**src/rtl/csr_print_master.sv**
```systemverilog
// CSR print channel initiator: queues valid print requests and replays each one
// to the print handler as an arm cycle (state=0) followed by an issue cycle (state=mode).
module csr_print_master #(
   parameter int unsigned DEPTH     = 8,
   parameter logic [31:0] IDLE_CODE = 32'hFFFF_FFFF
) (
   input  logic                     clk,
   input  logic                     rst_n,
   input  logic                     req_valid,
   output logic                     req_ready,
   input  logic [2:0]               req_mode,
   input  logic [31:0]              req_value,
   output logic [31:0]              state_o,
   output logic [31:0]              value_o,
   output logic                     busy,
   output logic [$clog2(DEPTH):0]   level,
   output logic [31:0]              sent_cnt,
   output logic [15:0]              err_cnt
);

   localparam int unsigned AW = $clog2(DEPTH);
   localparam int unsigned LW = AW + 1;

   localparam logic [1:0] S_IDLE  = 2'd0;
   localparam logic [1:0] S_ARM   = 2'd1;
   localparam logic [1:0] S_ISSUE = 2'd2;

   logic [1:0]    r_state;
   logic [AW-1:0] r_wr_ptr;
   logic [AW-1:0] r_rd_ptr;
   logic [LW-1:0] r_count;
   logic [2:0]    r_mem_mode  [DEPTH];
   logic [31:0]   r_mem_value [DEPTH];
   logic [2:0]    r_cmd_mode;
   logic [31:0]   r_cmd_value;
   logic [31:0]   r_state_o;
   logic [31:0]   r_value_o;
   logic [31:0]   r_sent_cnt;
   logic [15:0]   r_err_cnt;

   logic          w_full;
   logic          w_empty;
   logic          w_take;
   logic          w_mode_ok;
   logic          w_push;
   logic          w_err;
   logic          w_pop;
   logic [1:0]    w_state_nxt;
   logic [31:0]   w_state_o_nxt;
   logic [31:0]   w_value_o_nxt;

   assign w_full    = (r_count == LW'(DEPTH));
   assign w_empty   = (r_count == '0);
   assign w_take    = req_valid && !w_full && rst_n;
   assign w_mode_ok = (req_mode >= 3'd1) && (req_mode <= 3'd5);
   assign w_push    = w_take && w_mode_ok;
   assign w_err     = w_take && !w_mode_ok;

   assign req_ready = !w_full;
   assign busy      = (r_state != S_IDLE) || !w_empty;
   assign level     = r_count;
   assign state_o   = r_state_o;
   assign value_o   = r_value_o;
   assign sent_cnt  = r_sent_cnt;
   assign err_cnt   = r_err_cnt;

   // Next state, pop decision and the bus value to register for the next cycle
   always_comb begin
      w_state_nxt   = r_state;
      w_pop         = 1'b0;
      w_state_o_nxt = IDLE_CODE;
      w_value_o_nxt = '0;
      case (r_state)
         S_IDLE: begin
            if (!w_empty) begin
               w_pop       = 1'b1;
               w_state_nxt = S_ARM;
            end
         end
         S_ARM: w_state_nxt = S_ISSUE;
         S_ISSUE: begin
            if (!w_empty) begin
               w_pop       = 1'b1;
               w_state_nxt = S_ARM;
            end else begin
               w_state_nxt = S_IDLE;
            end
         end
         default: w_state_nxt = S_IDLE;
      endcase
      case (w_state_nxt)
         S_ARM: begin
            w_state_o_nxt = '0;
            w_value_o_nxt = '0;
         end
         S_ISSUE: begin
            w_state_o_nxt = {29'b0, r_cmd_mode};
            w_value_o_nxt = r_cmd_value;
         end
         default: begin
            w_state_o_nxt = IDLE_CODE;
            w_value_o_nxt = '0;
         end
      endcase
   end

   // Storage array carries no reset; pointers and count define validity
   always_ff @(posedge clk) begin
      if (w_push) begin
         r_mem_mode[r_wr_ptr]  <= req_mode;
         r_mem_value[r_wr_ptr] <= req_value;
      end
   end

   always_ff @(posedge clk) begin
      if (!rst_n) begin
         r_state     <= S_IDLE;
         r_wr_ptr    <= '0;
         r_rd_ptr    <= '0;
         r_count     <= '0;
         r_cmd_mode  <= '0;
         r_cmd_value <= '0;
         r_state_o   <= IDLE_CODE;
         r_value_o   <= '0;
         r_sent_cnt  <= '0;
         r_err_cnt   <= '0;
      end else begin
         r_state   <= w_state_nxt;
         r_state_o <= w_state_o_nxt;
         r_value_o <= w_value_o_nxt;
         r_count   <= r_count + LW'(w_push) - LW'(w_pop);
         if (w_push) begin
            r_wr_ptr <= r_wr_ptr + AW'(1);
         end
         if (w_pop) begin
            r_rd_ptr    <= r_rd_ptr + AW'(1);
            r_cmd_mode  <= r_mem_mode[r_rd_ptr];
            r_cmd_value <= r_mem_value[r_rd_ptr];
         end
         if (r_state == S_ISSUE) begin
            r_sent_cnt <= r_sent_cnt + 32'd1;
         end
         if (w_err && (r_err_cnt != 16'hFFFF)) begin
            r_err_cnt <= r_err_cnt + 16'd1;
         end
      end
   end

endmodule

```
**config.mk**
```make
export PLATFORM = sky130hd
export DESIGN_NAME = csr_print_master
export DESIGN_NICKNAME = d
export VERILOG_FILES = /design/src/rtl/csr_print_master.sv
export SDC_FILE = /design/constraint.sdc
export NUM_CORES = 1
export LEC_CHECK = 0
export BUFFER_PORTS_ARGS = -buffer_cell sky130_fd_sc_hd__buf_4
export CORE_AREA = 2 2 233 177
export CTS_CLUSTER_SIZE = 24
export DETAILED_ROUTE_END_ITERATION = 10
export DIE_AREA = 0 0 235 179
export SETUP_SLACK_MARGIN = 0.1
export SKIP_CTS_REPAIR_TIMING = 1
export SLEW_MARGIN = 20
export SYNTH_ARGS = -nofsm -noshare
export SYNTH_HDL_FRONTEND = slang
export SYNTH_SLANG_ARGS = --single-unit
export TNS_END_PERCENT = 30
```
**constraint.sdc**
```tcl
create_clock -name clk -period 5.9 [get_ports clk]
set_input_delay 0.59 -clock clk [delete_from_list [all_inputs] [get_ports clk]]
set_output_delay 0.59 -clock clk [all_outputs]
set_load 0.01 [all_outputs]
```
# Word-level counts from Yosys, hierarchy flattened
# Memories as Yosys holds them, arrays and structs flattened. A register that Yosys moved wholly into a read port is not among the register bits.
# Index checks and enable logic that the tools add are counted.
[word_totals]
register_bits = 124
ramBits = 280
output_inout_bits = 118
n_memories = 2
[classes]
add_sub_neg = 6
n_lt_le_gt_ge = 2
n_eq_ne = 6
mux = 8
n_reduce_logical = 17
[mem_list]
columns = ["name", "words", "word_bits", "read_ports", "rd_ports_with_merged_regs", "wr", "line_no", "rtl"]
rows = [
  ["r_mem_value", 8, 32, 1, 1, 1, "33", "logic [31:0] r_mem_value [DEPTH];"],
  ["r_mem_mode", 8, 3, 1, 1, 1, "32", "logic [2:0] r_mem_mode [DEPTH];"],
]
[op_table]
columns = ["cell", "n"]
rows = [
  ["case mux 32 bit (2 select lines)", 1],
  ["adder 32 x 1 -> 32 bit, second input constant", 1],
  ["adder 16 x 1 -> 16 bit, second input constant", 1],
  ["inequality test 16 bit, second input constant", 1],
  ["adder 3 x 1 -> 3 bit, second input constant", 2],
  ["logical AND 1 bit", 6],
  ["case mux 2 bit (3 select lines)", 1],
  ["zero test 1 bit", 5],
  ["two-way mux 1 bit", 5],
  ["adder 4 x 1 -> 4 bit", 1],
  ["== test 2 x 1 -> 1 bit, second input constant", 2],
  ["== test 2 bit, second input constant", 2],
  ["== test 4 bit, second input constant", 1],
  ["zero test 4 bit", 1],
  ["subtractor 4 x 1 -> 4 bit", 1],
  [">= comparator 3 x 1 -> 1 bit, second input constant", 1],
  ["less-or-equal comparator 3 bit, second input constant", 1],
  ["zero test 2 bit", 1],
  ["two-way mux 2 bit", 1],
  ["AND reduction 2 bit", 1],
  ["nonzero test 2 bit", 1],
  ["OR reduction 2 bit", 1],
  ["logical OR 1 bit", 1],
]

# Logic depth before layout (Yosys ltp)
[logic_depth]
ltp_word = 7
depth_mapped = 13

# Least setup slack after synthesis
# OpenSTA, ideal clock, no wires.
[synth_path]
path_kind = "reg2reg"
from = "register r_count[2], in the netlist level[2]"
to = "memory r_mem_mode[0][0], enable pin"
t_arrival_ps = 3804
required_ps = 5429
setup_slack_ps = 1625
path_stages_with_launch = 8
synth_period_minus_slack_ps = 4275
cell_sequence = "dfxtp_1 > inv_1 > ha_1 > or3b_2 > and4b_1 > clkbuf_1 > nand2b_1 > nor3_1"
[synth_between]
elab_chain_len = 7
[synth_rtl]
columns = ["item", "line_no", "rtl"]
rows = [
  ["start, declared", "31", "logic [LW-1:0] r_count;"],
  ["start signal, assigned", "131", "r_count <= r_count + LW'(w_push) - LW'(w_pop);"],
  ["== test 4 bit", "52", "assign w_full = (r_count == LW'(DEPTH));"],
  ["zero test 1 bit", "-", ""],
  ["named net req_ready", "10", "output logic req_ready,"],
  ["logical AND 1 bit (2 in a row)", "54", "assign w_take = req_valid && !w_full && rst_n;"],
  ["logical AND 1 bit", "56", "assign w_push = w_take && w_mode_ok;"],
  ["two-way mux 1 bit", "109", "if (w_push) begin"],
  ["two-way mux 1 bit (not written as such)", "110", "r_mem_mode[r_wr_ptr] <= req_mode;"],
  ["end, declared", "32", ""],
]
# The timed path passes the listed nets, and every way through them passes these cells.

# Worst setup path in the final report
[layout_path]
from = "input port rst_n"
to = "memory r_mem_value[0][9], enable pin"
[layout_between]
elab_chain_len = 4
[layout_rtl]
columns = ["item", "line_no", "rtl"]
rows = [
  ["start, declared", "8", "input logic rst_n,"],
  ["logical AND 1 bit", "54", ""],
  ["logical AND 1 bit", "56", ""],
  ["two-way mux 1 bit", "109", ""],
  ["two-way mux 1 bit (not written as such)", "111", "r_mem_value[r_wr_ptr] <= req_value;"],
  ["end, declared", "33", ""],
]
# No other way between the ends.

==> impl_metrics.csv <==
group,metric,value,unit
run_status,status,"completed",
sta,period_minus_slack,2.98,ns
detailed_routing,ant_nets,0,
worst_setup_path,crit_path_max_fanout,67,
synthesis,synth_cell_type_count,45,
sta,worst_pin_slew,1.00,ns
synthesis,synth_top_family_by_area,"multiplexers",
synthesis,synthXorXnorAreaFrac,0.779,%
power,p_leak,6.26,nW
floorplanning,start_util,39.2,%
sta,final-setup-viol-count,0,
worst_setup_path,r2r_end,"r_mem_value[0][9]",
layout,final_nets,1174,
layout,stdcell_count,1686,
floorplanning,die_x,235,um
sta,worst_hold_slack,0.293,ns
synthesis,syn_area_per_cell,15.9,um^2
hold_path,min_from,"req_value[22]",
layout,layout_common_cells,"edfxtp_1, buf_4, dfxtp_1, mux4_2, a21oi_1",
synthesis,syn_inst,992,
synthesis,syn-num-nets,1041,
placement,place.gp.congestion,0.772,
cts,cts_tree,"yes",
global_route,antenna_found_initial,0,
floorplanning,die_h,179,um
worst_setup_path,critical_path_class,"in -> reg",
layout,diodes,0,
sta,period_share,50.5,%
cts,cts_inserted_buffers,41,
cts,clock_path_buffers,3,
detailed_routing,postRouteWirelength,32900,um
floorplanning,ioPinCount,156,
sta,slew_violations,0,
sta,hold_viol_final,0,
worst_setup_path,cp.arrival,3.20,ns
synthesis,ys_seq_elements,411,
cts,cts.reportedPaths.clkPinSlew,0.06,ns
sta,fmax,336,MHz
synthesis,synth_compound_area_share,4.92,%
synthesis,synth.mux.area_fraction,12.9,%
synthesis,ys_seq_area_share,70.1,%
cts,cts_htree_levels,2,
worst_setup_path,startpoint_type,"input port",
floorplanning,rows,64,
run,cap_viol_max_count,0,
layout,design_area,18700,um^2
detailed_routing,post_drt_wl_per_cell,19.5,um
global_route,grt_max_degree,76,
power,vdd_drop_max,299,uV
cts,clock_sinks,411,
layout,final_layout_size_suffix_gt1_share,27.7,%
global_route,gr-total-overflow,0,
floorplanning,coreArea,40100,um^2
cts,clock_latency,0.53,ns
worst_setup_path,end_kind,"flip-flop",
detailed_routing,drc_errors,0,
worst_setup_path,ff2ff_setup_slack,3.00,ns
placement,dp_hpwl,19600,um
sta,rsz0062_at_grt,"false",
global_route,grt_pass1_vias,8703,
power,powerDensity,408,nW/um^2
detailed_routing,firstDrtPassIters,4,
cts,root_buffer,"clkbuf_16",
sta,clock_skew,0.0110,ns
layout,syn_to_final_growth,19.1,%
synthesis,synth_fa_ha_area_share,0.922,%
synthesis,synth_warnings,0,
worst_setup_path,required,6.12,ns
synthesis,yosys.area_share.simple,7.37,%
floorplanning,dieArea,42100,um^2
layout,final_common_cell,"edfxtp_1",
detailed_routing,drt_iter0_drc,661,
hold_path,hp-class,"in -> reg",
sta,relSlewSlack,32.8,%
global_route,grt_usage,15.7,%
global_route,grt_pass1_wl,51300,um
hold_path,hold-path-endpoint,"r_mem_value[6][22]",
placement,io_buffers,155,
worst_setup_path,r2r-start,"level[2]",
worst_setup_path,reg2reg_depth,7,
synthesis,synth_area,15700,um^2
sta,tns,0,ns
hold_path,holdPathStages,1,
detailed_routing,vias_per_cell,5.21,
placement,place_inst,1609,
placement,placed_area,17300,um^2
detailed_routing,vias,8789,
==> cell usage after synthesis <==
cell | number | area (um^2)
clkinv_1 | 1 | 3.75
nand4_1 | 13 | 81.3
o31ai_1 | 12 | 90.1
nor4b_1 | 2 | 17.5
or4_1 | 17 | 128
a31o_2 | 1 | 8.76
a21o_1 | 2 | 15.0
edfxtp_1 | 280 | 8410
and4b_1 | 2 | 20.0
clkbuf_1 | 40 | 150
nor2_1 | 32 | 120
nand3b_1 | 1 | 7.51
mux2i_1 | 46 | 460
inv_1 | 14 | 52.6
o31a_1 | 1 | 8.76
mux4_2 | 70 | 1580
nor2b_1 | 1 | 6.26
o311ai_0 | 4 | 35.0
a221o_1 | 1 | 10.0
fa_1 | 1 | 20.0
o21a_1 | 1 | 7.51
or2_2 | 2 | 12.5
or3_1 | 13 | 81.3
nor4_1 | 11 | 68.8
a21oi_1 | 61 | 305
and3_1 | 5 | 31.3
or3b_2 | 2 | 17.5
and4_1 | 2 | 17.5
and2_1 | 33 | 206
nand4b_1 | 2 | 17.5
ha_1 | 10 | 125
nor3_1 | 4 | 20.0
xnor2_1 | 9 | 78.8
nand2_1 | 36 | 135
buf_2 | 10 | 50.1
dfxtp_1 | 131 | 2620
nand3_1 | 13 | 65.1
nand3_2 | 2 | 20.0
buf_1 | 2 | 7.51
nand2b_1 | 14 | 87.6
o21ai_0 | 50 | 250
xor2_1 | 5 | 43.8
buf_4 | 28 | 210
o41ai_1 | 4 | 35.0
a221oi_1 | 1 | 8.76
==> cell families (layout without fill, tap and decap cells) <==
family | after synthesis | count (layout)
DFF | 411 | 411
and+or+nand+nor | 207 | 207
AOI/OAI and AO/OA | 138 | 138
muxes | 116 | 116
buffers and inverters | 95 | 261
xor gates and xnor gates | 14 | 14
adders and majority gates | 11 | 11
==> final cells by class <==
cell class / count / area, um^2
flip-flops and latches: 411 / 11000
well taps: 528 / 661
fillers: 3487 / 21400
clock buffers: 63 / 1210
repair buffers: 170 / 1300
inverters: 15 / 56.3
multi-input cells: 486 / 4310
clock inverters: 13 / 170
==> metal layers <==
metal,share of wire (%),vias up,global-route usage (%)
li1,-,4085,-
met1,48,4432,22.7
met2,45,226,24.6
met3,5.1,46,3.14
met4,1.8,0,3.74
met5,0,-,0
==> sequential cells by signal, indices dropped and copies added, names as in the netlist <==
signal	cells
r_cmd_value	32
level	4
r_mem_mode	24
r_mem_value	256
r_state	2
r_rd_ptr	3
r_wr_ptr	3
state_o	4
r_cmd_mode	3
value_o	32
err_cnt	16
sent_cnt	32
==> report_power, final <==
part / internal (mW) / total (mW) / switching (mW)
Sequential: 3.30 / 3.49 / 0.195
Combinational: 0.746 / 1.51 / 0.759
Clock: 1.59 / 2.65 / 1.06
==> metrics by stage <==
stage	worst slack (ns)	power (mW)	utilization [%]
after detailed placement	2.36	5.08	43.2
final	2.92	7.65	46.7
after CTS	2.91	7.75	46.7
after global routing	2.66	8.03	46.7
after global placement	2.45	5.07	43.2
after floorplan	1.63	4.63	-
==> worst max-delay path by stage <==
stage              from                 end  slack (ns)  depth (start not counted)
3_3_place_gp      rst_n  r_mem_value[4][16]        2.45                          6
5_1_grt           rst_n   r_mem_value[4][3]        2.66                          6
2_1_floorplan  level[2]    r_mem_mode[0][0]        1.63                          7
6_report          rst_n   r_mem_value[0][9]        2.92                          6
4_1_cts           rst_n  r_mem_value[4][10]        2.91                          6
3_5_place_dp      rst_n  r_mem_value[4][15]        2.36                          6
==> worst max-delay path, cell delays in order <==
cell	delay, ns
buf_4	0.56
nand2_1	0.19
and4b_1	0.43
nand2b_1	0.27
nor3_2	0.83
buf_12	0.30
Power figures use the tool's default switching activity.
